### config.mk
export PLATFORM = sky130hd
export DESIGN_NAME = ex_div_flat
export DESIGN_NICKNAME = d
export VERILOG_FILES = /design/src/rtl/ex_div_if.sv /design/src/rtl/ex_div.sv /design/src/flat_wrapper.sv
export SDC_FILE = /design/constraint.sdc
export NUM_CORES = 1
export LEC_CHECK = 0
export CELL_PAD_IN_SITES_DETAIL_PLACEMENT = 0
export CELL_PAD_IN_SITES_GLOBAL_PLACEMENT = 2
export CORE_MARGIN = 3
export CORE_UTILIZATION = 26
export CTS_CLUSTER_SIZE = 20
export DETAILED_ROUTE_END_ITERATION = 7
export PLACE_DENSITY = 0.74
export SYNTH_ARGS = -nofsm -noshare
export SYNTH_HDL_FRONTEND = slang
export SYNTH_SLANG_ARGS = --single-unit
### constraint.sdc
create_clock -name clk -period 5.71 [get_ports clk]
set_input_delay 0.571 -clock clk [delete_from_list [all_inputs] [get_ports clk]]
set_output_delay 0.571 -clock clk [all_outputs]
set_load 0.05 [all_outputs]
### src/rtl/ex_div_if.sv
// Handshake between the EX stage and the iterative divider.
// The EX stage drives the master side; the divider sits on the slave side.
interface ex_div_if #(
    parameter int XLEN = 32
);
    logic            start_i;
    logic [1:0]      op_i;
    logic [XLEN-1:0] dividend_i;
    logic [XLEN-1:0] divisor_i;
    logic [4:0]      rd_addr_i;
    logic            flush_i;
    logic            hold_req_o;
    logic            busy_o;
    logic            ready_o;
    logic [XLEN-1:0] result_o;
    logic            reg_wen_o;
    logic [4:0]      rd_addr_o;

    modport master (
        output start_i, op_i, dividend_i, divisor_i, rd_addr_i, flush_i,
        input  hold_req_o, busy_o, ready_o, result_o, reg_wen_o, rd_addr_o
    );

    modport slave (
        input  start_i, op_i, dividend_i, divisor_i, rd_addr_i, flush_i,
        output hold_req_o, busy_o, ready_o, result_o, reg_wen_o, rd_addr_o
    );
endinterface

### src/rtl/ex_div.sv
// Radix-2 restoring divider for RV32M DIV/DIVU/REM/REMU in the EX stage.
// One quotient bit per cycle; divide-by-zero and signed overflow finish immediately.
module ex_div #(
    parameter int XLEN  = 32,
    parameter int CNT_W = 5
) (
    input  logic    clk,
    input  logic    rst,
    ex_div_if.slave bus
);

    typedef enum logic [1:0] {
        IDLE = 2'd0,
        CALC = 2'd1,
        DONE = 2'd2
    } state_t;

    localparam logic [XLEN-1:0]  ALL_ONES = '1;
    localparam logic [XLEN-1:0]  MIN_NEG  = {1'b1, {(XLEN-1){1'b0}}};
    localparam logic [CNT_W-1:0] LAST_IT  = CNT_W'(XLEN - 1);

    state_t           state_q, state_d;
    logic [CNT_W-1:0] cnt_q;
    logic [XLEN-1:0]  rem_q, quo_q, dsr_q;
    logic [1:0]       op_q;
    logic [4:0]       rd_q;
    logic             neg_quo_q, neg_rem_q;
    logic             ready_q;
    logic [XLEN-1:0]  result_q;
    logic [4:0]       rd_out_q;
    logic             hold_req;

    // Operand preparation for an incoming start.
    logic            in_signed, a_neg, b_neg, div_zero, overflow, accept;
    logic [XLEN-1:0] abs_a, abs_b;

    assign in_signed = ~bus.op_i[0];
    assign a_neg     = in_signed & bus.dividend_i[XLEN-1];
    assign b_neg     = in_signed & bus.divisor_i[XLEN-1];
    assign abs_a     = a_neg ? -bus.dividend_i : bus.dividend_i;
    assign abs_b     = b_neg ? -bus.divisor_i  : bus.divisor_i;
    assign div_zero  = (bus.divisor_i == '0);
    assign overflow  = in_signed && (bus.dividend_i == MIN_NEG) && (bus.divisor_i == ALL_ONES);
    assign accept    = (state_q == IDLE) && bus.start_i && !bus.flush_i;

    // One restoring step: shift {rem, quo} left and trial-subtract the divisor.
    logic [XLEN:0]   upper;
    logic            no_borrow;
    logic [XLEN-1:0] rem_nx, quo_nx;

    assign upper     = {rem_q, quo_q[XLEN-1]};
    assign no_borrow = (upper >= {1'b0, dsr_q});
    assign rem_nx    = no_borrow ? (upper[XLEN-1:0] - dsr_q) : upper[XLEN-1:0];
    assign quo_nx    = {quo_q[XLEN-2:0], no_borrow};

    // NOTE: every always_comb output gets a default first so no latch is inferred.
    always_comb begin
        state_d  = state_q;
        hold_req = 1'b0;
        unique case (state_q)
            IDLE: begin
                if (accept) begin
                    hold_req = 1'b1;
                    state_d  = (div_zero || overflow) ? DONE : CALC;
                end
            end
            CALC: begin
                hold_req = 1'b1;
                if (bus.flush_i)             state_d = IDLE;
                else if (cnt_q == LAST_IT)   state_d = DONE;
            end
            DONE:    state_d = IDLE;
            default: state_d = IDLE;
        endcase
    end

    // NOTE: sequential state uses non-blocking assignments only.
    always_ff @(posedge clk or negedge rst) begin
        if (!rst) state_q <= IDLE;
        else      state_q <= state_d;
    end

    always_ff @(posedge clk or negedge rst) begin
        if (!rst) begin
            cnt_q     <= '0;
            rem_q     <= '0;
            quo_q     <= '0;
            dsr_q     <= '0;
            op_q      <= '0;
            rd_q      <= '0;
            neg_quo_q <= 1'b0;
            neg_rem_q <= 1'b0;
        end else begin
            unique case (state_q)
                IDLE: begin
                    if (accept) begin
                        op_q      <= bus.op_i;
                        rd_q      <= bus.rd_addr_i;
                        neg_quo_q <= a_neg ^ b_neg;
                        neg_rem_q <= a_neg;
                        dsr_q     <= abs_b;
                        cnt_q     <= '0;
                        // Fast paths park the final answer straight in quo/rem.
                        if (div_zero) begin
                            quo_q <= ALL_ONES;
                            rem_q <= bus.dividend_i;
                        end else if (overflow) begin
                            quo_q <= MIN_NEG;
                            rem_q <= '0;
                        end else begin
                            quo_q <= abs_a;
                            rem_q <= '0;
                        end
                    end
                end
                CALC: begin
                    cnt_q <= cnt_q + 1'b1;
                    if (cnt_q == LAST_IT) begin
                        quo_q <= neg_quo_q ? -quo_nx : quo_nx;
                        rem_q <= neg_rem_q ? -rem_nx : rem_nx;
                    end else begin
                        quo_q <= quo_nx;
                        rem_q <= rem_nx;
                    end
                end
                default: ;
            endcase
        end
    end

    // Result registers: a flush arriving in DONE drops the write-back.
    always_ff @(posedge clk or negedge rst) begin
        if (!rst) begin
            ready_q  <= 1'b0;
            result_q <= '0;
            rd_out_q <= '0;
        end else begin
            ready_q <= (state_q == DONE) && !bus.flush_i;
            if ((state_q == DONE) && !bus.flush_i) begin
                result_q <= op_q[1] ? rem_q : quo_q;
                rd_out_q <= rd_q;
            end
        end
    end

    assign bus.hold_req_o = hold_req;
    assign bus.busy_o     = (state_q != IDLE);
    assign bus.ready_o    = ready_q;
    assign bus.reg_wen_o  = ready_q;
    assign bus.result_o   = result_q;
    assign bus.rd_addr_o  = rd_out_q;

endmodule

### src/flat_wrapper.sv
// flat-port wrapper written by rule: the top's interface ports become plain ports
module ex_div_flat 
#(
    parameter int XLEN  = 32,
    parameter int CNT_W = 5
)
  (clk, rst, bus_start_i, bus_op_i, bus_dividend_i, bus_divisor_i, bus_rd_addr_i, bus_flush_i, bus_hold_req_o, bus_busy_o, bus_ready_o, bus_result_o, bus_reg_wen_o, bus_rd_addr_o);
  ex_div_if #(.XLEN(XLEN)) bus_i ();
  input  logic clk;
  input  logic rst;
  input wire logic [$bits(bus_i.start_i)-1:0] bus_start_i;
  input wire logic [$bits(bus_i.op_i)-1:0] bus_op_i;
  input wire logic [$bits(bus_i.dividend_i)-1:0] bus_dividend_i;
  input wire logic [$bits(bus_i.divisor_i)-1:0] bus_divisor_i;
  input wire logic [$bits(bus_i.rd_addr_i)-1:0] bus_rd_addr_i;
  input wire logic [$bits(bus_i.flush_i)-1:0] bus_flush_i;
  output wire logic [$bits(bus_i.hold_req_o)-1:0] bus_hold_req_o;
  output wire logic [$bits(bus_i.busy_o)-1:0] bus_busy_o;
  output wire logic [$bits(bus_i.ready_o)-1:0] bus_ready_o;
  output wire logic [$bits(bus_i.result_o)-1:0] bus_result_o;
  output wire logic [$bits(bus_i.reg_wen_o)-1:0] bus_reg_wen_o;
  output wire logic [$bits(bus_i.rd_addr_o)-1:0] bus_rd_addr_o;
  assign bus_i.start_i = bus_start_i;
  assign bus_i.op_i = bus_op_i;
  assign bus_i.dividend_i = bus_dividend_i;
  assign bus_i.divisor_i = bus_divisor_i;
  assign bus_i.rd_addr_i = bus_rd_addr_i;
  assign bus_i.flush_i = bus_flush_i;
  assign bus_hold_req_o = bus_i.hold_req_o;
  assign bus_busy_o = bus_i.busy_o;
  assign bus_ready_o = bus_i.ready_o;
  assign bus_result_o = bus_i.result_o;
  assign bus_reg_wen_o = bus_i.reg_wen_o;
  assign bus_rd_addr_o = bus_i.rd_addr_o;
  ex_div #(.XLEN(XLEN), .CNT_W(CNT_W)) u_core (.clk(clk), .rst(rst), .bus(bus_i));
endmodule
After elaboration in Yosys (flattened, before gate mapping)
Index checks and enable logic that the tools add are counted.
{ "classes": {"n_reduce_logical": 14, "n_eq_ne": 7, "muxes": 24, "order_cmp": 1, "addsub": 6, "bitwise_logic": 4} }
{ "op_table": {"columns": ["cell", "n"], "rows": [
  ["$mux 32", 13],
  ["$neg 32->32", 4],
  ["$pmux 32 s2", 2],
  ["$eq 32x32->1 const B", 2],
  ["$ge 33x32->1", 1],
  ["$logic_not 32->1", 1],
  ["$sub 32x32->32", 1],
  ["$pmux 5 s2", 1],
  ["$mux 2", 4],
  ["$reduce_and 2->1", 3],
  ["$add 5x1->5 const B", 1],
  ["$eq 5x5->1 const B", 1],
  ["$logic_and 1x1->1", 5],
  ["$mux 5", 1],
  ["$pmux 2 s2", 1],
  ["$reduce_bool 2->1", 2],
  ["$ne 3x2->1 const B", 1],
  ["$and 1x1->1", 2],
  ["$eq 2x1->1 const B", 1],
  ["$eq 2x2->1 const B", 1],
  ["$logic_not 2->1", 1],
  ["$ne 2x1->1 const B", 1],
  ["$pmux 1 s2", 1],
  ["$logic_not 1->1", 1],
  ["4 further kinds", 4]
]} }
{ "totals": {"word_cells": 68, "in_bits": 75, "register_bits": 150, "output_inout_bits": 41} }

Depth between registers and ports, before layout
{ "logic_depth": {"word_depth": 7, "depth_mapped": 23, "ltp_nobuf": 19} }

Least setup slack after synthesis
Ideal clock, no wire load.
{ "synth_path": {"path_kind": "register -> register", "from": "register u_core.rem_q[21]", "to": "register u_core.rem_q[30]", "stages_incl_launch_ff": 22, "period_less_slack_ns": 4.716, "arrival_time_ns": 4.580, "slack_ns": 0.994, "setup_ns": 0.136, "path_buffers": 4, "required_ns": 5.574, "path_cell_list": "dfrtp_1 -> ha_1 -> buf_2 -> nand4_1 -> nor4_1 -> and3_1 -> a21oi_1 -> nand3_1 -> buf_2 -> buf_2 -> clkbuf_1 -> mux2i_1 -> ha_1 -> nand2_1 -> nor3_1 -> and4b_1 -> nand4_1 -> a21boi_2 -> nand3_2 -> o41ai_2 -> xnor2_1 -> a21oi_1"} }
{ "synth_between": {"elab_chain_cells": 6, "word_cells_on_any_way": 7, "cone_classes": "add/sub (2); order compare (1); mux (4)"} }
{ "synth_rtl": {"columns": ["item", "line", "source"], "rows": [
  ["start, declared", "ex_div.sv:24", "logic [XLEN-1:0] rem_q, quo_q, dsr_q;"],
  ["start signal, assigned", "ex_div.sv:106", "rem_q <= bus.dividend_i;"],
  ["start signal, assigned", "ex_div.sv:120", "rem_q <= neg_rem_q ? -rem_nx : rem_nx;"],
  ["start signal, assigned", "ex_div.sv:123", "rem_q <= rem_nx;"],
  ["$sub 32x32->32 / $ge 33x32->1 (equally long branches)", "ex_div.sv:53, ex_div.sv:52", null],
  ["$mux 32 (*)", "ex_div.sv:53", "assign rem_nx = no_borrow ? (upper[XLEN-1:0] - dsr_q) : upper[XLEN-1:0];"],
  ["$neg 32->32", "ex_div.sv:120", null],
  ["$mux 32", "ex_div.sv:120", null],
  ["$mux 32 (*)", "ex_div.sv:118", "if (cnt_q == LAST_IT) begin"],
  ["$pmux 32 s2 (*)", "ex_div.sv:94", "unique case (state_q)"]
]} }
Every way passes the cells marked *; elsewhere a longest branch is shown, timed or not.
A chain may end at the register's enable or synchronous reset.

Worst setup path after layout
{ "layout_path": {"from": "register u_core.rem_q[24]", "to": "register u_core.rem_q[28]"} }
Same word-level chain as after synthesis.

==> results.sh <==
export IMPL_ios=116
export IMPL_rsz0062_at_grt="false"
export IMPL_status="completed"
export IMPL_synth_edf_count=0
export IMPL_dr_wl_met3_mm=1.83
export IMPL_setup_viol=0
export IMPL_holdBufCountCts=0
export IMPL_initial_core_util=0.266
export IMPL_routedWlPerCell_um=20.8
export IMPL_multiInputGateArea_mm2=0.00784
export IMPL_crit_fanout=11
export IMPL_antenna_found_initial=1
export IMPL_grt_pass1_wl_mm=71.8
export IMPL_grt_overflow=0
export IMPL_arrival_ps=5590
export IMPL_fmax_mhz=192
export IMPL_drc=0
export IMPL_fillCellCount=4895
export IMPL_crit_path_end_kind="flop"
export IMPL_synth_simple_area_share=0.220
export IMPL_clock_latency_ps=460
export IMPL_clk_path_buf_depth=2
export IMPL_yosysMostFrequentCell="nand2_1"
export IMPL_synthTopCellsByArea="dfrtp_1 31%, o21ai_0 5.8%, nand2_1 5.7%"
export IMPL_ir_worst_vdd_v=0.000244
export IMPL_synth_ff_latch_count=149
export IMPL_die_h_um=222
export IMPL_crit_required_ps=6100
export IMPL_routed_wl_mm=46.4
export IMPL_dieArea_mm2=0.0494
export IMPL_grt_max_degree=106
export IMPL_power_density_mw_per_mm2=609
export IMPL_path_clk_slew_ps=70
export IMPL_yosysUniqueCellTypes=88
export IMPL_wl_met1_mm=20.3
export IMPL_ys_flop_type="dfrtp_1"
export IMPL_post_cts_buffers=0
export IMPL_period_share=0.912
export IMPL_synthMuxAreaShare=0.0475
export IMPL_cap_violations=0
export IMPL_firstDrtPassIters=5
export IMPL_synth_net_count=1670
export IMPL_fin_nets=1729
export IMPL_synth_xor_area_share=0.0979
export IMPL_ant_nets=0
export IMPL_start_kind="flop"
export IMPL_cts_root_buffer="clkbuf_16"
export IMPL_final_area_mm2=0.0144
export IMPL_min_period_ps=5210
export IMPL_numCtsBuffers=17
export IMPL_grt_usage=0.186
export IMPL_place_area_mm2=0.0139
export IMPL_routed_via_density=5.32
export IMPL_synthTopCellsByCount="185 x nand2_1, 149 x dfrtp_1, 141 x o21ai_0"
export IMPL_drive_gt1_frac=0.0603
export IMPL_cts_tree="yes"
export IMPL_synth_top_family_by_area="compound AO/OA/AOI/OAI gates"
export IMPL_routed_top_layer="met4"
export IMPL_vias=11900
export IMPL_drtIter0Drc=787
export IMPL_slew_viol_final=0
export IMPL_fin_hold_ws_ps=132
export IMPL_hold_violations=0
export IMPL_place_inst=2195
export IMPL_io_buffers=115
export IMPL_htree_levels=4
export IMPL_fin_skew_ps=12.9
export IMPL_syn_area_per_cell_um2=7.82
export IMPL_die_w_um=222
export IMPL_ff_latch_area_mm2=0.00373
export IMPL_syn_area_mm2=0.0122
export IMPL_ys_seq_area_frac=0.306
export IMPL_cts_sinks=149
export IMPL_fin_cells=2226
export IMPL_synth_async_reset_ratio=1.00
export IMPL_diodes=0
export IMPL_core_mm2=0.0458
export IMPL_dpl_hpwl_mm=35.2
export IMPL_rows=78
export IMPL_syn_inst=1555
export IMPL_worstSetupPathType="flop to flop"
export IMPL_synthAdderAreaFrac=0.0418
export IMPL_worst_pin_slew_ps=1200
export IMPL_tns_ps=0
export IMPL_routabilityCongestion=0.879
export IMPL_area_growth_syn_to_layout_pct=18.7
export IMPL_yosysWarningCount=0
export IMPL_post_cts_resized=0
export IMPL_met2_length_mm=23.3
export IMPL_yosysTopAreaCellShare=0.306
export IMPL_hp_class="primary input to async pin"
export IMPL_slew_headroom=0.197
export IMPL_leakage_nw=5.76
export IMPL_grt_pass1_vias=11700
export IMPL_synth_top_area_cell="dfrtp_1"
export IMPL_synth_compound_area_frac=0.235
routing by layer:
metal | vias to the layer above | global-route usage
met5 | - | 0
met2 | 243 | 0.325
met3 | 48 | 0.0268
met4 | 0 | 0.0489
met1 | 5840 | 0.239
li1 | 5722 | -
per-stage QoR:
step / util / power (W) / worst slack [ps]
after floorplan: - / 0.00587 / 994
after global placement: 0.303 / 0.00760 / 764
after detailed placement: 0.303 / 0.00759 / 800
after CTS: 0.316 / 0.00881 / 726
after global routing: 0.316 / 0.00946 / 309
final: 0.316 / 0.00879 / 504
where the power goes:
part / total (W) / internal (W) / switching [W]
combinational: 0.00564 / 0.00202 / 0.00362
clock: 0.00117 / 0.000613 / 0.000554
sequential: 0.00198 / 0.00146 / 0.000520
total: 0.00879 / 0.00410 / 0.00469
worst paths after layout:
check                                 start                endpoint  slack, ps  depth (start not counted)
max                        u_core.rem_q[24]        u_core.rem_q[28]        500                         14
min                                     rst  u_core.bus.result_o[3]        130                          1
max reg2reg                u_core.rem_q[24]        u_core.rem_q[28]        500                         14
min reg2reg                  u_core.rd_q[0]          u_core.rd_q[0]        480                          2
max in group asynchronous               rst          u_core.op_q[1]       4340                          2
min in group clk             u_core.rd_q[0]          u_core.rd_q[0]        480                          2
placed cells by master, fill, tap and decap left out, types with 40 or more instances in the layout:
cell type / count
mux2i_1: 51
dfrtp_1: 148
a21oi_1: 137
nand3_1: 40
o21ai_0: 141
inv_1: 52
xnor2_1: 75
nor2_1: 129
clkdlybuf4s50_1: 114
nand2_1: 184
nor3_1: 47
xor2_1: 61
layout make-up:
type                       instances  area share
multi-input combinational       1253       0.543
sequential                       149       0.258
timing repair buffer             140      0.0936
tap                              600      0.0520
clock buffer                      17      0.0295
inverter                          53      0.0138
clock inverter                    14     0.00988
logic make-up after synthesis:
group | count (synthesis)
flops | 149
fa+ha+maj | 40
buf+inv | 153
simple gates | 558
compound gates | 462
mux | 57
xor+xnor | 136
critical path, cell delays in order (launching register included):
cell and delay, ps:
dfrtp_1 430, ha_1 510, nand4_1 300, nor4_1 680
and3_1 240, a21oi_1 70, nand3_2 200, mux2i_1 270
ha_1 270, nand3b_1 180, or4_1 470, o41ai_1 830
nand4_1 280, mux2i_1 210, and4_1 190
registers in the layout, summed over array words and instances, names as in the netlist:
| name | cells |
|---|---|
| u_core.bus.rd_addr_o | 5 |
| u_core.rem_q | 32 |
| u_core.dsr_q | 32 |
| u_core.neg_quo_q | 1 |
| u_core.neg_rem_q | 1 |
| u_core.cnt_q | 5 |
| u_core.bus.ready_o | 1 |
| u_core.rd_q | 5 |
| u_core.bus.result_o | 32 |
| u_core.state_q | 2 |
| u_core.op_q | 1 |
| u_core.quo_q | 32 |
No activity file was read; power rests on OpenSTA's default activity.
